`src/rtl/dll_tx_sched_if.sv`:
```
// dll_tx_sched_if: TLP beat handshake from the replay/framing logic into the DLL transmit scheduler.
interface dll_tx_sched_if #(parameter int W = 256);
    logic         tlp_valid_i;
    logic         tlp_sop_i;
    logic         tlp_eop_i;
    logic [W-1:0] tlp_data_i;
    logic         tlp_ready_o;
    modport master (output tlp_valid_i, tlp_sop_i, tlp_eop_i, tlp_data_i, input tlp_ready_o);
    modport slave  (input tlp_valid_i, tlp_sop_i, tlp_eop_i, tlp_data_i, output tlp_ready_o);
endinterface

```
`src/rtl/dll_tx_sched.sv`:
```
// dll_tx_sched: shares the PIPE transmit path between TLP beats, Ack/Nak and UpdateFC DLLPs.
module dll_tx_sched #(
    parameter int PIPE_DATA_WIDTH = 256,
    parameter int ACK_TIMER_LIMIT = 64,
    parameter int FC_TIMER_LIMIT  = 256
) (
    input  logic                       sclk,
    input  logic                       sreset,
    input  logic                       tx_en_i,
    dll_tx_sched_if.slave              tlp,
    input  logic                       ack_set_i,
    input  logic                       nak_req_i,
    input  logic [11:0]                ackd_seq_i,
    input  logic [2:0]                 fc_req_i,
    input  logic [7:0]                 fc_hdr_p_i,
    input  logic [7:0]                 fc_hdr_np_i,
    input  logic [7:0]                 fc_hdr_cpl_i,
    input  logic [11:0]                fc_data_p_i,
    input  logic [11:0]                fc_data_np_i,
    input  logic [11:0]                fc_data_cpl_i,
    output logic [PIPE_DATA_WIDTH-1:0] pipe_data_o,
    output logic [1:0]                 pipe_kind_o,
    output logic [15:0]                ack_cnt_o,
    output logic [15:0]                nak_cnt_o
);
    localparam int AW = $clog2(ACK_TIMER_LIMIT + 1);
    localparam int FW = $clog2(FC_TIMER_LIMIT);
    localparam logic [AW-1:0] ACK_MAX = AW'(ACK_TIMER_LIMIT);
    localparam logic [FW-1:0] FC_MAX  = FW'(FC_TIMER_LIMIT - 1);
    typedef enum logic {S_IDLE, S_TLP} state_t;
    localparam logic [1:0] K_IDLE = 2'd0, K_TLP = 2'd1, K_DLLP = 2'd2;
    state_t                     state, state_nx;
    logic                       nak_pend, ack_pend, ack_urgent, arb, urgent_ack;
    logic                       g_nak, g_ack, g_fc, g_tlp, accept, fc_wrap, unused_sop;
    logic [2:0]                 fc_pend, fc_sel;
    logic [AW-1:0]              ack_tmr;
    logic [FW-1:0]              fc_tmr;
    logic [7:0]                 fc_hdr, dllp_type;
    logic [11:0]                fc_data;
    logic [23:0]                body;
    logic [1:0]                 beat_kind;
    logic [PIPE_DATA_WIDTH-1:0] beat;
    assign unused_sop = tlp.tlp_sop_i;
    assign ack_urgent = ack_tmr == ACK_MAX;
    assign fc_wrap    = tx_en_i && fc_tmr == FC_MAX;
    always_ff @(posedge sclk)
        state <= sreset ? S_IDLE : state_nx;
    always_comb
        state_nx = accept ? (tlp.tlp_eop_i ? S_IDLE : S_TLP) : state;
    // One grant per cycle; DLLPs only compete at a packet boundary.
    always_comb begin
        arb             = tx_en_i && state == S_IDLE;
        g_nak           = arb && nak_pend;
        urgent_ack      = arb && !nak_pend && ack_pend && ack_urgent;
        g_fc            = arb && !nak_pend && !urgent_ack && |fc_pend;
        g_tlp           = arb && !nak_pend && !urgent_ack && !(|fc_pend) && tlp.tlp_valid_i;
        g_ack           = urgent_ack || (arb && !nak_pend && !(|fc_pend) && !tlp.tlp_valid_i && ack_pend);
        tlp.tlp_ready_o = state == S_TLP ? tx_en_i : g_tlp;
        accept          = tlp.tlp_valid_i && tlp.tlp_ready_o;
        fc_sel          = g_fc ? fc_pend & (~fc_pend + 3'd1) : 3'd0;
        fc_hdr          = fc_sel[0] ? fc_hdr_p_i : fc_sel[1] ? fc_hdr_np_i : fc_hdr_cpl_i;
        fc_data         = fc_sel[0] ? fc_data_p_i : fc_sel[1] ? fc_data_np_i : fc_data_cpl_i;
        dllp_type       = g_nak ? 8'h10 : g_ack ? 8'h00 : {2'b10, fc_sel[2], fc_sel[1], 4'h0};
        body            = (g_nak || g_ack) ? {12'h0, ackd_seq_i} : {2'b00, fc_hdr, 2'b00, fc_data};
        beat_kind       = accept ? K_TLP : (g_nak || g_ack || g_fc) ? K_DLLP : K_IDLE;
        beat            = accept ? tlp.tlp_data_i :
                          beat_kind == K_DLLP ? {{(PIPE_DATA_WIDTH-32){1'b0}}, body[7:0], body[15:8], body[23:16], dllp_type} :
                          '0;
    end
    // A set request in the same cycle as the clearing issue keeps the flag set.
    always_ff @(posedge sclk) begin
        if (sreset) begin
            pipe_data_o <= '0;
            pipe_kind_o <= K_IDLE;
            ack_cnt_o   <= '0;
            nak_cnt_o   <= '0;
            nak_pend    <= 1'b0;
            ack_pend    <= 1'b0;
            fc_pend     <= '0;
            ack_tmr     <= '0;
            fc_tmr      <= '0;
        end else begin
            pipe_data_o <= beat;
            pipe_kind_o <= beat_kind;
            ack_cnt_o   <= ack_cnt_o + {15'd0, g_ack};
            nak_cnt_o   <= nak_cnt_o + {15'd0, g_nak};
            nak_pend    <= nak_req_i || (nak_pend && !g_nak);
            ack_pend    <= ack_set_i || (ack_pend && !g_ack && !g_nak);
            fc_pend     <= fc_req_i | {3{fc_wrap}} | (fc_pend & ~fc_sel);
            ack_tmr     <= (g_ack || g_nak) ? '0 :
                           (ack_pend && tx_en_i && !ack_urgent) ? ack_tmr + 1'b1 : ack_tmr;
            fc_tmr      <= !tx_en_i ? fc_tmr : fc_wrap ? '0 : fc_tmr + 1'b1;
        end
    end
endmodule

```
`src/flat_wrapper.sv`:
```
// flat-port wrapper written by rule: the top's interface ports become plain ports
module dll_tx_sched_flat 
#(
    parameter int PIPE_DATA_WIDTH = 256,
    parameter int ACK_TIMER_LIMIT = 64,
    parameter int FC_TIMER_LIMIT  = 256
)
  (sclk, sreset, tx_en_i, ack_set_i, nak_req_i, ackd_seq_i, fc_req_i, fc_hdr_p_i, fc_hdr_np_i, fc_hdr_cpl_i, fc_data_p_i, fc_data_np_i, fc_data_cpl_i, pipe_data_o, pipe_kind_o, ack_cnt_o, nak_cnt_o, tlp_tlp_valid_i, tlp_tlp_sop_i, tlp_tlp_eop_i, tlp_tlp_data_i, tlp_tlp_ready_o);
  dll_tx_sched_if #(.W((256))) tlp_i ();
  input  logic sclk;
  input  logic sreset;
  input  logic tx_en_i;
  input  logic ack_set_i;
  input  logic nak_req_i;
  input  logic [11:0] ackd_seq_i;
  input  logic [2:0] fc_req_i;
  input  logic [7:0] fc_hdr_p_i;
  input  logic [7:0] fc_hdr_np_i;
  input  logic [7:0] fc_hdr_cpl_i;
  input  logic [11:0] fc_data_p_i;
  input  logic [11:0] fc_data_np_i;
  input  logic [11:0] fc_data_cpl_i;
  output logic [PIPE_DATA_WIDTH-1:0] pipe_data_o;
  output logic [1:0] pipe_kind_o;
  output logic [15:0] ack_cnt_o;
  output logic [15:0] nak_cnt_o;
  input wire logic [$bits(tlp_i.tlp_valid_i)-1:0] tlp_tlp_valid_i;
  input wire logic [$bits(tlp_i.tlp_sop_i)-1:0] tlp_tlp_sop_i;
  input wire logic [$bits(tlp_i.tlp_eop_i)-1:0] tlp_tlp_eop_i;
  input wire logic [$bits(tlp_i.tlp_data_i)-1:0] tlp_tlp_data_i;
  output wire logic [$bits(tlp_i.tlp_ready_o)-1:0] tlp_tlp_ready_o;
  assign tlp_i.tlp_valid_i = tlp_tlp_valid_i;
  assign tlp_i.tlp_sop_i = tlp_tlp_sop_i;
  assign tlp_i.tlp_eop_i = tlp_tlp_eop_i;
  assign tlp_i.tlp_data_i = tlp_tlp_data_i;
  assign tlp_tlp_ready_o = tlp_i.tlp_ready_o;
  dll_tx_sched #(.PIPE_DATA_WIDTH(PIPE_DATA_WIDTH), .ACK_TIMER_LIMIT(ACK_TIMER_LIMIT), .FC_TIMER_LIMIT(FC_TIMER_LIMIT)) u_core (.sclk(sclk), .sreset(sreset), .tx_en_i(tx_en_i), .tlp(tlp_i), .ack_set_i(ack_set_i), .nak_req_i(nak_req_i), .ackd_seq_i(ackd_seq_i), .fc_req_i(fc_req_i), .fc_hdr_p_i(fc_hdr_p_i), .fc_hdr_np_i(fc_hdr_np_i), .fc_hdr_cpl_i(fc_hdr_cpl_i), .fc_data_p_i(fc_data_p_i), .fc_data_np_i(fc_data_np_i), .fc_data_cpl_i(fc_data_cpl_i), .pipe_data_o(pipe_data_o), .pipe_kind_o(pipe_kind_o), .ack_cnt_o(ack_cnt_o), .nak_cnt_o(nak_cnt_o));
endmodule
```
`config.mk`:
```
export PLATFORM = sky130hd
export DESIGN_NAME = dll_tx_sched_flat
export DESIGN_NICKNAME = d
export VERILOG_FILES = /design/src/rtl/dll_tx_sched_if.sv /design/src/rtl/dll_tx_sched.sv /design/src/flat_wrapper.sv
export SDC_FILE = /design/constraint.sdc
export NUM_CORES = 1
export LEC_CHECK = 0
export ABC_AREA = 0
export BUFFER_PORTS_ARGS = -buffer_cell sky130_fd_sc_hd__buf_2
export CORE_AREA = 2 2 248 250
export CTS_CLUSTER_SIZE = 14
export DETAILED_ROUTE_END_ITERATION = 8
export DIE_AREA = 0 0 250 252
export MAX_ROUTING_LAYER = met4
export PLACE_DENSITY = 0.47
export SYNTH_ARGS = -nofsm -noshare
export SYNTH_HDL_FRONTEND = slang
export SYNTH_SLANG_ARGS = --single-unit
export TNS_END_PERCENT = 100
```
`constraint.sdc`:
```
create_clock -name sclk -period 4.3 [get_ports sclk]
set_input_delay 0 -clock sclk [delete_from_list [all_inputs] [get_ports sclk]]
set_output_delay 0 -clock sclk [all_outputs]
set_load 0.005 [all_outputs]
```
# Word-level counts from Yosys, hierarchy flattened
# Index checks and enable logic that the tools add are counted.
# word_totals
latchBits	0
wordCells	73
romBits	0
register_bits	311
memories	0
mem_bits_rw	0
output_inout_bits	291
in_bits	339
# op_classes
magnitude_cmp	0
shift	0
n_addsub	5
n_div	0
bitwise_logic	7
n_reduce_logical	33
n_eq_ne	3
multipliers	0
mux	15
# op_table
op	count
two-way mux 256 bit	1
two-way mux 8 bit	5
adder 16 x 1 -> 16 bit	2
two-way mux 32 bit	1
two-way mux 12 bit	2
two-way mux 22 bit	1
logical AND 1 bit	19
adder 8 x 1 -> 8 bit, second input constant	1
equality test 8 bit, second input constant	1
adder 7 x 1 -> 7 bit, second input constant	1
equality test 7 bit, second input constant	1
zero test 1 bit	7
AND 3 bit	2
NOT 3 bit	2
bitwise OR 3 bit	2
logical OR 1 bit	5
two-way mux 2 bit	2
adder 3 x 1 -> 3 bit, second input constant	1
two-way mux 3 bit	1
OR reduction 3 bit	1
equality test 2 bit, second input constant	1
two-way mux 1 bit	2
OR reduction 2 bit	1
NOT 1 bit	1

# Depth between registers and ports, before layout
# depth
depth_word	15
ltp_mapped	11
mapped_depth_nobuf	11

# Least setup slack after synthesis
# Ideal clock, no wire load.
# synth_path
path_type	register to register
start	register u_core.ack_tmr[2]
end	register u_core.ack_cnt_o[14]
t_arrival_ns	2.596
stages_incl_launch_ff	11
setup_time_ns	0.071
path_slack_ns	1.634
n_path_buf	1
synth_period_minus_slack_ns	2.666
t_required_ns	4.229
path_cell_list	dfxtp_1 or4_1 buf_2 o22ai_1 and3_1 ha_1 ha_1 nand3_1 or2_2 or3_1 a21oi_1
# synth_via
elab_chain_cells	4
# synth_lines
item	line_no	source
start, declared	dll_tx_sched.sv:36	logic [AW-1:0] ack_tmr;
start signal, assigned	dll_tx_sched.sv:90	ack_tmr <= (g_ack || g_nak) ? '0 :
equality test 7 bit	dll_tx_sched.sv:44	assign ack_urgent = ack_tmr == ACK_MAX;
logical AND 1 bit	dll_tx_sched.sv:54	urgent_ack = arb && !nak_pend && ack_pend && ack_urgent;
logical OR 1 bit	dll_tx_sched.sv:57	g_ack = urgent_ack || (arb && !nak_pend && !(|fc_pend) && !tlp.tlp_valid_i && ack_pend);
adder 16 x 1 -> 16 bit	dll_tx_sched.sv:85	ack_cnt_o <= ack_cnt_o + {15'd0, g_ack};
end signal, assigned	dll_tx_sched.sv:85	
end, declared	dll_tx_sched.sv:23	output logic [15:0] ack_cnt_o,
# No other way between the ends.
# A chain may end at the register's enable or synchronous reset.

# Worst setup path in the final report
# Ends and elaborated chain as after synthesis.

==> impl_metrics.py <==
metrics = {
    "worst_setup_path": {
        "arrival_ps": 3530,
        "r2r_cells": 9,
        "r2r-end": "u_core.ack_cnt_o[14]",
        "worstSetupStartpointType": "register",
        "cp-startpoint": "u_core.ack_tmr[2]",
        "timing.rr.start": "u_core.ack_tmr[2]",
        "worstSetupPathType": "reg -> reg",
        "path_max_fanout": 9,
        "r2r_setup_slack_ps": 1240,
        "cp-endpoint": "u_core.ack_cnt_o[14]",
        "cp.required_ps": 4770,
        "end_kind": "register",
    },
    "placed_design": {
        "place.gp.congestion": 0.872,
        "dp_hpwl_um": 28800,
        "placed_cells": 2303,
        "io_buffers": 628,
        "placed_cell_area_mm2": 0.0140,
    },
    "routing": {
        "vias_per_cell": 3.76,
        "first_iter_violations": 398,
        "drt_pass1_iterations": 4,
        "ant_nets": 0,
        "vias": 10000,
        "drt_wl_total_um": 40900,
        "avgRoutedWirePerCell_um": 15.3,
        "drc": 0,
    },
    "final_layout": {
        "multiInputGateArea_mm2": 0.00341,
        "area.growth.synth_to_final_pct": 80.3,
        "drive_gt1_share_pct": 37.9,
        "instances_no_fill": 2670,
        "mostFrequentLayoutCells": "628 x buf_2, 311 x dfxtp_1, 285 x dlygate4sd3_1",
        "seq_area_mm2": 0.00623,
        "layout.nets": 2192,
        "nFillCells": 6256,
        "fin_area_mm2": 0.0181,
        "final_common_cell": "buf_2",
    },
    "global_routing": {
        "grtUsageTotal_pct": 12.6,
        "first_global_vias": 10500,
        "grt_max_degree": 132,
        "grt_pass1_wl_um": 59800,
        "antenna_found_initial": 16,
        "grt_overflow": 0,
    },
    "synthesis": {
        "yosys.area_share.adder_pct": 0.871,
        "synthTopCellsByArea": "dfxtp_1 62%, and2_1 15%, nor2_1 1.8%",
        "synth_top_area_share_pct": 61.9,
        "yosysWarnings": 0,
        "synth_seq_area_share_pct": 61.9,
        "yosys.area.top_type": "dfxtp_1",
        "synthXorXnorAreaFrac_pct": 2.79,
        "synth_top_family_by_area": "simple AND/OR/NAND/NOR gates",
        "syn_area_per_cell_um2": 10.8,
        "syn_nets": 1280,
        "synth.ff_latch_count": 311,
        "synth_compound_area_share_pct": 8.19,
        "async_flop_share_pct": 0,
        "yosys.area_share.simple_pct": 21.8,
        "synth_area_mm2": 0.0101,
        "synthCells": 934,
        "synth-edff-count": 0,
        "yosys.cell_types.count": 49,
        "muxShareOfSynthArea_pct": 0.199,
        "synth_ff_type": "dfxtp_1",
    },
    "pwr": {
        "power.density_mw_per_mm2": 372,
        "irDropWorstVdd_uv": 240,
        "power.leakage_nw": 8.78,
        "total_power_mw": 6.75,
    },
    "timing": {
        "setup_viol": 0,
        "rsz0062_at_grt": "false",
        "min_period_ps": 3060,
        "finClkSkew_ps": 16.7,
        "final_hold_viol_count": 0,
        "tightest_slew_ps": 815,
        "fin_setup_tns_ps": 0,
        "timing.fmax_ghz": 0.326,
        "slew_headroom_pct": 45.5,
        "period_share_pct": 71.3,
        "drv_slew": 0,
    },
    "floorplan": {
        "start_util_pct": 16.7,
        "rows": 90,
        "fp.dieH_um": 252,
        "die-width_um": 250,
        "io_pins": 630,
        "dieArea_mm2": 0.0630,
        "core_mm2": 0.0601,
    },
    "clocking": {
        "clock_latency_ps": 550,
        "numCtsBuffers": 38,
        "cts.sinks": 311,
        "post_cts_buffers": 0,
        "cts-htree-levels": 2,
        "clockBufferDepth": 3,
        "cts-resized-gates": 0,
        "clk_pin_slew_worst_paths_ps": 60,
        "cts_root_buffer": "clkbuf_16",
        "cts_tree": "built",
        "hold_buffers": 285,
    },
    "flow_run": {
        "max-cap-violations": 0,
    },
    "min_path": {
        "hold_path.class": "in -> reg",
    },
    "outcome": {
        "status": "completed",
    },
}
[how the worst min path moves through the flow]
| stage | cells after the start | slack, ps | from | to |
|---|---|---|---|---|
| final | 3 | 40 | sreset | u_core.nak_cnt_o[2] |
| after CTS | 3 | 7 | sreset | u_core.ack_cnt_o[2] |
| after global placement | 2 | 200 | tlp_tlp_data_i[250] | u_core.pipe_data_o[250] |
| after floorplan | 1 | 110 | tlp_tlp_data_i[4] | u_core.pipe_data_o[4] |
| after global routing | 3 | 40 | sreset | u_core.nak_cnt_o[11] |
| after detailed placement | 2 | 200 | tlp_tlp_data_i[83] | u_core.pipe_data_o[83] |
[worst max-delay path, cell delays in order, from the launching register on]
cell	delay, ps
dfxtp_1	340
or4_1	700
o22ai_1	310
and3_1	210
ha_1	230
ha_1	270
nand3_1	130
or2_2	320
or3_1	350
a21oi_1	140
[layer usage]
metal / global-route usage (%) / part of all wire (%)
met4: 4.91 / 3.2
met3: 3.69 / 7.5
met5: - / 0
met2: 20.6 / 48
met1: 14.5 / 42
[layout make-up]
type                    instances  share of cell area, %
repair buffers                926                   33.7
well taps                     782                   5.40
inverters                      31                  0.670
diodes                         15                  0.207
multi-input cells             538                   18.8
clock buffers                  51                   5.85
clock inverters                16                   1.02
flip-flops and latches        311                   34.4
[registers in the layout, summed over array words and instances, names as in the netlist]
name                flops
u_core.ack_cnt_o       16
u_core.pipe_data_o    256
u_core.nak_pend         1
u_core.fc_tmr           8
u_core.fc_pend          3
u_core.ack_tmr          7
u_core.pipe_kind_o      2
u_core.state            1
u_core.ack_pend         1
u_core.nak_cnt_o       16
[cell usage after synthesis, drive strengths merged (13+ instances only)]
master / number
xnor2: 16
and2: 234
a2bb2oi: 20
inv: 31
buf: 22
nand2: 14
nand4: 13
nand3: 31
dfxtp: 311
clkbuf: 32
o211ai: 14
xor2: 16
o221ai: 13
a21oi: 35
nor2: 48
[stage by stage]
step / hold slack [ps] / setup WS [ps] / util, %
3_5_place_dp: 203 / 1230 / 23.3
6_report: 44.9 / 1240 / 30.1
4_1_cts: 7.17 / 1210 / 30.1
2_1_floorplan: 110 / 1630 / -
3_3_place_gp: 199 / 1200 / 23.3
5_1_grt: 41.1 / 997 / 30.1
[kinds of logic after synthesis]
group | after synthesis
flops | 311
fa+ha+maj | 7
mux | 2
simple gates | 381
compound gates | 116
buf+inv | 85
xor+xnor | 32
[where the power goes]
part | total, mW | leakage (nW) | internal [mW] | switching [mW]
combinational | 0.586 | 5.66 | 0.367 | 0.219
sequential | 2.94 | 2.51 | 2.92 | 0.0160
clock | 3.22 | 0.614 | 1.92 | 1.30
total | 6.75 | 8.78 | 5.21 | 1.54
Note: power is estimated with default switching activity, not from simulation.
